--- src/rtl/max7219_spi_driver.sv ---
// max7219_spi_driver
// Transmit-side driver for the MAX7219 3-wire serial interface (DIN/CLK/LOAD).
// Accepts one register write (4-bit address, 8-bit data) per valid/ready
// handshake, shifts it out as a 16-bit frame {4'h0, addr, data} MSB first,
// then raises LOAD to latch it into the chip.
//
// Optional feature: define MAX7219_INIT_EN to have the driver send a
// five-frame configuration sequence on its own after reset (display test
// off, scan limit 7, decode mode, intensity, normal operation) before it
// raises o_ready for the first time.

module max7219_spi_driver #(
  parameter int         CLK_DIV        = 2,      // half-period of o_serial_clk in i_clk cycles, >= 1
  parameter logic [7:0] INIT_DECODE    = 8'hFF,  // decode-mode value sent by the init sequence
  parameter logic [3:0] INIT_INTENSITY = 4'h8    // intensity value sent by the init sequence
) (
  input  logic       i_clk,
  input  logic       i_reset,
  input  logic [3:0] i_addr,
  input  logic [7:0] i_data,
  input  logic       i_valid,
  output logic       o_ready,
  output logic       o_frame_done,
  output logic       o_serial_din,
  output logic       o_serial_clk,
  output logic       o_serial_load
);

  localparam int               DIV_W    = $clog2(CLK_DIV + 1);
  localparam logic [DIV_W-1:0] DIV_LAST = DIV_W'(CLK_DIV - 1);

  typedef enum logic [2:0] {
    ST_IDLE  = 3'd0,
    ST_SHIFT = 3'd1,
    ST_HOLD  = 3'd2,
    ST_GAP   = 3'd3
`ifdef MAX7219_INIT_EN
    ,
    ST_INIT  = 3'd4
`endif
  } state_t;

`ifdef MAX7219_INIT_EN
  localparam state_t RESET_STATE = ST_INIT;
`else
  localparam state_t RESET_STATE = ST_IDLE;
`endif

  state_t           state, state_next;
  logic [DIV_W-1:0] div_cnt;      // cycles spent in the current phase
  logic             clk_phase;    // 0: serial clock low half, 1: high half
  logic [15:0]      shreg;        // frame being shifted, MSB on the wire
  logic [3:0]       bit_cnt;      // index of the bit currently on DIN
  logic             div_last;     // last cycle of the current phase
  logic             load_frame;   // a new frame enters the shift register
  logic [15:0]      frame_in;

  assign div_last = (div_cnt == DIV_LAST);

`ifdef MAX7219_INIT_EN
  logic [2:0] init_idx;           // number of init frames already launched

  // Register/data pairs of the power-up configuration, in send order.
  function automatic logic [11:0] init_cmd(input logic [2:0] idx);
    case (idx)
      3'd0:    init_cmd = {4'hF, 8'h00};                   // display test off
      3'd1:    init_cmd = {4'hB, 8'h07};                   // scan limit 7
      3'd2:    init_cmd = {4'h9, INIT_DECODE};             // decode mode
      3'd3:    init_cmd = {4'hA, {4'h0, INIT_INTENSITY}};  // intensity
      default: init_cmd = {4'hC, 8'h01};                   // normal operation
    endcase
  endfunction

  assign load_frame = ((state == ST_IDLE) && i_valid) || (state == ST_INIT);
  assign frame_in   = (state == ST_INIT) ? {4'h0, init_cmd(init_idx)}
                                         : {4'h0, i_addr, i_data};

  // Count launched init frames so GAP knows whether to start another one.
  always_ff @(posedge i_clk or posedge i_reset) begin
    if (i_reset)
      init_idx <= 3'd0;
    else if (state == ST_INIT)
      init_idx <= init_idx + 3'd1;
  end
`else
  assign load_frame = (state == ST_IDLE) && i_valid;
  assign frame_in   = {4'h0, i_addr, i_data};
`endif

  // State register.
  always_ff @(posedge i_clk or posedge i_reset) begin
    // NOTE: every clocked assignment is non-blocking so all registers update
    // from the same pre-edge values, independent of statement order.
    if (i_reset)
      state <= RESET_STATE;
    else
      state <= state_next;
  end

  // Next-state logic: each timed state leaves on the last cycle of its phase.
  always_comb begin
    // NOTE: default assignment first so no path leaves state_next unassigned,
    // which would otherwise infer a latch.
    state_next = state;
    case (state)
      ST_IDLE:  if (i_valid) state_next = ST_SHIFT;
      ST_SHIFT: if (div_last && clk_phase && (bit_cnt == 4'd0)) state_next = ST_HOLD;
      ST_HOLD:  if (div_last) state_next = ST_GAP;
`ifdef MAX7219_INIT_EN
      ST_INIT:  state_next = ST_SHIFT;
      ST_GAP:   if (div_last) state_next = (init_idx == 3'd5) ? ST_IDLE : ST_INIT;
`else
      ST_GAP:   if (div_last) state_next = ST_IDLE;
`endif
      default:  state_next = RESET_STATE;
    endcase
  end

  // Phase divider: runs in the timed states and wraps at every phase boundary.
  always_ff @(posedge i_clk or posedge i_reset) begin
    if (i_reset)
      div_cnt <= '0;
    else if ((state == ST_SHIFT) || (state == ST_HOLD) || (state == ST_GAP))
      div_cnt <= div_last ? '0 : div_cnt + DIV_W'(1);
    else
      div_cnt <= '0;
  end

  // Serial clock phase: toggles at each phase boundary while shifting, and
  // is back at low when SHIFT exits after the last high half.
  always_ff @(posedge i_clk or posedge i_reset) begin
    if (i_reset)
      clk_phase <= 1'b0;
    else if (state != ST_SHIFT)
      clk_phase <= 1'b0;
    else if (div_last)
      clk_phase <= ~clk_phase;
  end

  // Shift register and bit counter: load on launch, advance after each high
  // half so DIN is stable across the chip's sampling edge mid-bit.
  always_ff @(posedge i_clk or posedge i_reset) begin
    if (i_reset) begin
      shreg   <= '0;
      bit_cnt <= '0;
    end else if (load_frame) begin
      shreg   <= frame_in;
      bit_cnt <= 4'd15;
    end else if ((state == ST_SHIFT) && div_last && clk_phase) begin
      shreg   <= {shreg[14:0], 1'b0};
      bit_cnt <= bit_cnt - 4'd1;
    end
  end

  // Outputs decoded from state; reset state gives LOAD high, CLK/DIN low.
  always_comb begin
    o_ready       = (state == ST_IDLE);
    o_serial_load = !((state == ST_SHIFT) || (state == ST_HOLD));
    o_serial_clk  = (state == ST_SHIFT) && clk_phase;
    o_serial_din  = (state == ST_SHIFT) && shreg[15];
    o_frame_done  = (state == ST_GAP) && (div_cnt == '0);
  end

endmodule
--- config.mk ---
export PLATFORM = sky130hd
export DESIGN_NAME = max7219_spi_driver
export DESIGN_NICKNAME = d
export VERILOG_FILES = /design/src/rtl/max7219_spi_driver.sv
export SDC_FILE = /design/constraint.sdc
export NUM_CORES = 1
export LEC_CHECK = 0
export CAP_MARGIN = 10
export CORE_ASPECT_RATIO = 1.1
export CORE_MARGIN = 1.5
export CORE_UTILIZATION = 56
export DETAILED_ROUTE_END_ITERATION = 6
export GPL_TIMING_DRIVEN = 0
export PLACE_DENSITY_LB_ADDON = 0.08
export SLEW_MARGIN = 20
export SYNTH_ARGS = -nofsm -noshare
export SYNTH_HDL_FRONTEND = slang
export SYNTH_SLANG_ARGS = --single-unit
--- constraint.sdc ---
create_clock -name i_clk -period 4.35 [get_ports i_clk]
set_input_delay 0.6525 -clock i_clk [delete_from_list [all_inputs] [get_ports i_clk]]
set_output_delay 0.6525 -clock i_clk [all_outputs]
set_load 0.02 [all_outputs]
==> impl_metrics.yaml <==
synthesis:
  synth_top_cell_area_share_pct: 49.4
  synth_xor_area_share_pct: 2.76
  synthAdderAreaFrac_pct: 6.91
  synth-simple-area-share_pct: 16.8
  synthMuxAreaShare_pct: 13.4
  synthCells: 117
  netlist_area_mm2: 0.00127
  synth-compound-area-share_pct: 5.73
  synth_seq_cells: 25
  syn-num-nets: 139
  yosysUniqueCellTypes: 21
  yosysSeqAreaShare_pct: 49.4
  postSynthAreaPerCell_um2: 10.8
  synth_area_leaders: "dfrtp_1 49%, mux2i_1 13%, ha_1 6.9%"
  yosys.area.top_type: "dfrtp_1"
  synth_top_family_by_area: "simple AND/OR/NAND/NOR gates"
  synth_warnings: 0
critical_path:
  crit_family: "buffers and inverters"
  reg2regPathDepth: 7
  max_stage_delay_ns: 0.59
  start_kind: "register"
  path_class: "register to primary output"
  r2r-start: "state[0]$_DFFE_PP0P_"
  r2r_setup_slack_ns: 2.71
  worstSetupEndpointType: "primary output"
  worstPathRequired_ns: 3.70
  crit_path_max_fanout: 5
  path_cells: "inv_1 > ha_1 > and2_1 > clkdlybuf4s50_1"
  path_buf_inv: 2
  critPathSlowestCell: "clkdlybuf4s50_1"
  crit-reg2reg-capture: "shreg[7]$_DFFE_PP0P_"
  arrival_ns: 1.89
floorplan:
  rows: 17
  start_util_pct: 61.4
  core_mm2: 0.00206
  io_pins: 20
  dieArea_mm2: 0.00256
  die_w_um: 48.4
  die_y_um: 52.9
clock_network:
  hold_buffers: 0
  clockBufferDepth: 2
  cts.sinks: 25
  clkTransAtPathRegs_ns: 0.13
  clock_latency_ns: 0.32
  cts_inserted_buffers: 3
  cts.repair.resized: 0
  htree_num_levels: 1
  cts_setup_buffers: 0
  root_buffer: "clkbuf_4"
  cts_tree: "yes"
final_layout:
  finish.net_count: 163
  fin_cells: 168
  n_antenna_cell: 0
  syn2layout_area_growth_pct: 19.8
  drive_gt1_share_pct: 10.0
  final_core_utilization_pct: 73.6
timing:
  max_slew.worst_pin.slew_ns: 0.926
  setup_viol: 0
  finalMaxSlewViolations: 0
  fin_crit_ns: 2.54
  period_share_pct: 58.4
  finalHoldViolations: 0
  max_freq_mhz: 394
  grt_setup_unrepaired: "false"
  finClkSkew_ns: 0.00280
  finalSetupTns_ns: 0
  relSlewSlack_pct: 38.2
drt:
  antenna_left: 0
  routedWlPerCell_um: 13.0
  routed_wirelength_um: 2180
  first_pass_iters: 2
  drc: 0
  via_per_inst: 5.21
  via_count: 876
  drtIter0Drc: 9
global_routing:
  grt_pass1_vias: 816
  overflow: 0
  antenna_found_initial: 0
  track_usage_pct: 18.9
  grt_pass1_wl_um: 3660
  grt_max_degree: 26
power:
  irDropWorstVdd_uv: 558
  p_per_area_mw_per_mm2: 536
  p_leak_nw: 0.811
min_path:
  hold_path_depth: 2
  min_from: "shreg[12]$_DFFE_PP0P_"
  hold_class: "register to register"
  hold_end: "shreg[12]$_DFFE_PP0P_"
placement:
  place_inst: 164
  io_buffer_count: 19
  dp_hpwl_um: 1640
  gp_congestion: 0.711
status:
  outcome: "finished clean"
flow_run:
  maxCapViolCount: 0
cells by family after synthesis:
| logic type | after synthesis |
|---|---|
| buffers and inverters | 12 |
| DFF | 25 |
| xor gates and xnor gates | 4 |
| muxes | 17 |
| AOI/OAI and AO/OA | 14 |
| adders and majority gates | 7 |
| and+or+nand+nor | 38 |
stage by stage:
step	worst slack (ns)	hold slack (ns)	cell area, um2	power [mW]
after detailed placement	2.15	0.513	1490	0.718
after global placement	2.20	0.494	1490	0.698
after CTS	1.78	0.545	1520	0.825
after global routing	1.68	0.568	1520	0.874
final	1.81	0.539	1520	0.813
after floorplan	2.66	0.466	1270	0.608
area by class of cell:
cell class                      instances  area (um2)
Sequential cell                        25         626
Multi-Input combinational cell         80         578
Fill cell                             155         544
Timing Repair Buffer                   19         190
Buffer                                  5        37.5
Tap cell                               28        35.0
Clock buffer                            4        26.3
Inverter                                7        26.3
worst reg2reg max path, stage by stage (launching register included):
cell,delay [ns]
dfrtp_1,0.43
inv_1,0.13
ha_1,0.27
and2_1,0.15
buf_2,0.19
buf_2,0.25
nand2_1,0.07
o21ai_1,0.09
layout by cell type, fill, tap and decap left out, drive strengths merged:
master / Yosys / routed
o21ai: 13 / 13
o211ai: 1 / 1
clkbuf: 0 / 4
nand2: 18 / 18
and2: 5 / 5
nand2b: 2 / 2
dfrtp: 25 / 25
nand4b: 1 / 1
xnor2: 4 / 4
nor3b: 1 / 1
nand3: 2 / 2
mux2i: 17 / 17
nor4: 1 / 1
clkdlybuf4s50: 0 / 19
buf: 5 / 5
nor2: 7 / 7
ha: 7 / 7
nand4bb: 1 / 1
inv: 7 / 7
routing by layer:
layer	vias to the layer above	GRT usage (%)	wire length (um)
met5	-	0	0
met4	0	8.57	32
met3	5	1.98	47
met2	14	32.9	1080
met1	422	24.3	1020
li1	435	-	-
cell usage after synthesis, drive strengths merged:
| master | n |
|---|---|
| nand2 | 18 |
| mux2i | 17 |
| and2 | 5 |
| xnor2 | 4 |
| nor3b | 1 |
| dfrtp | 25 |
| inv | 7 |
| nor2 | 7 |
| o21ai | 13 |
| nand4b | 1 |
| ha | 7 |
| nand2b | 2 |
| nor4 | 1 |
| buf | 5 |
| o211ai | 1 |
| nand3 | 2 |
| nand4bb | 1 |
worst max-delay path by stage:
stage	start	end	slack, ns	cells past startpoint
3_5_place_dp	state[1]$_DFFE_PP0P_	o_serial_din	2.15	4
2_1_floorplan	state[0]$_DFFE_PP0P_	o_frame_done	2.66	2
3_3_place_gp	state[1]$_DFFE_PP0P_	o_serial_din	2.20	4
6_report	state[1]$_DFFE_PP0P_	o_serial_din	1.81	4
5_1_grt	state[1]$_DFFE_PP0P_	o_serial_clk	1.68	4
4_1_cts	state[1]$_DFFE_PP0P_	o_serial_din	1.78	4
sequential cells by signal, summed over array words and instances (netlist names):
register and flops:
shreg 16, bit_cnt 4, div_cnt 2, state 2, clk_phase 1
power breakdown:
group	switching [mW]	internal, mW	leakage, nW
clock network	0.0683	0.0359	0.0150
registers	0.0567	0.313	0.302
logic	0.180	0.159	0.494
Power figures use the tool's default switching activity.
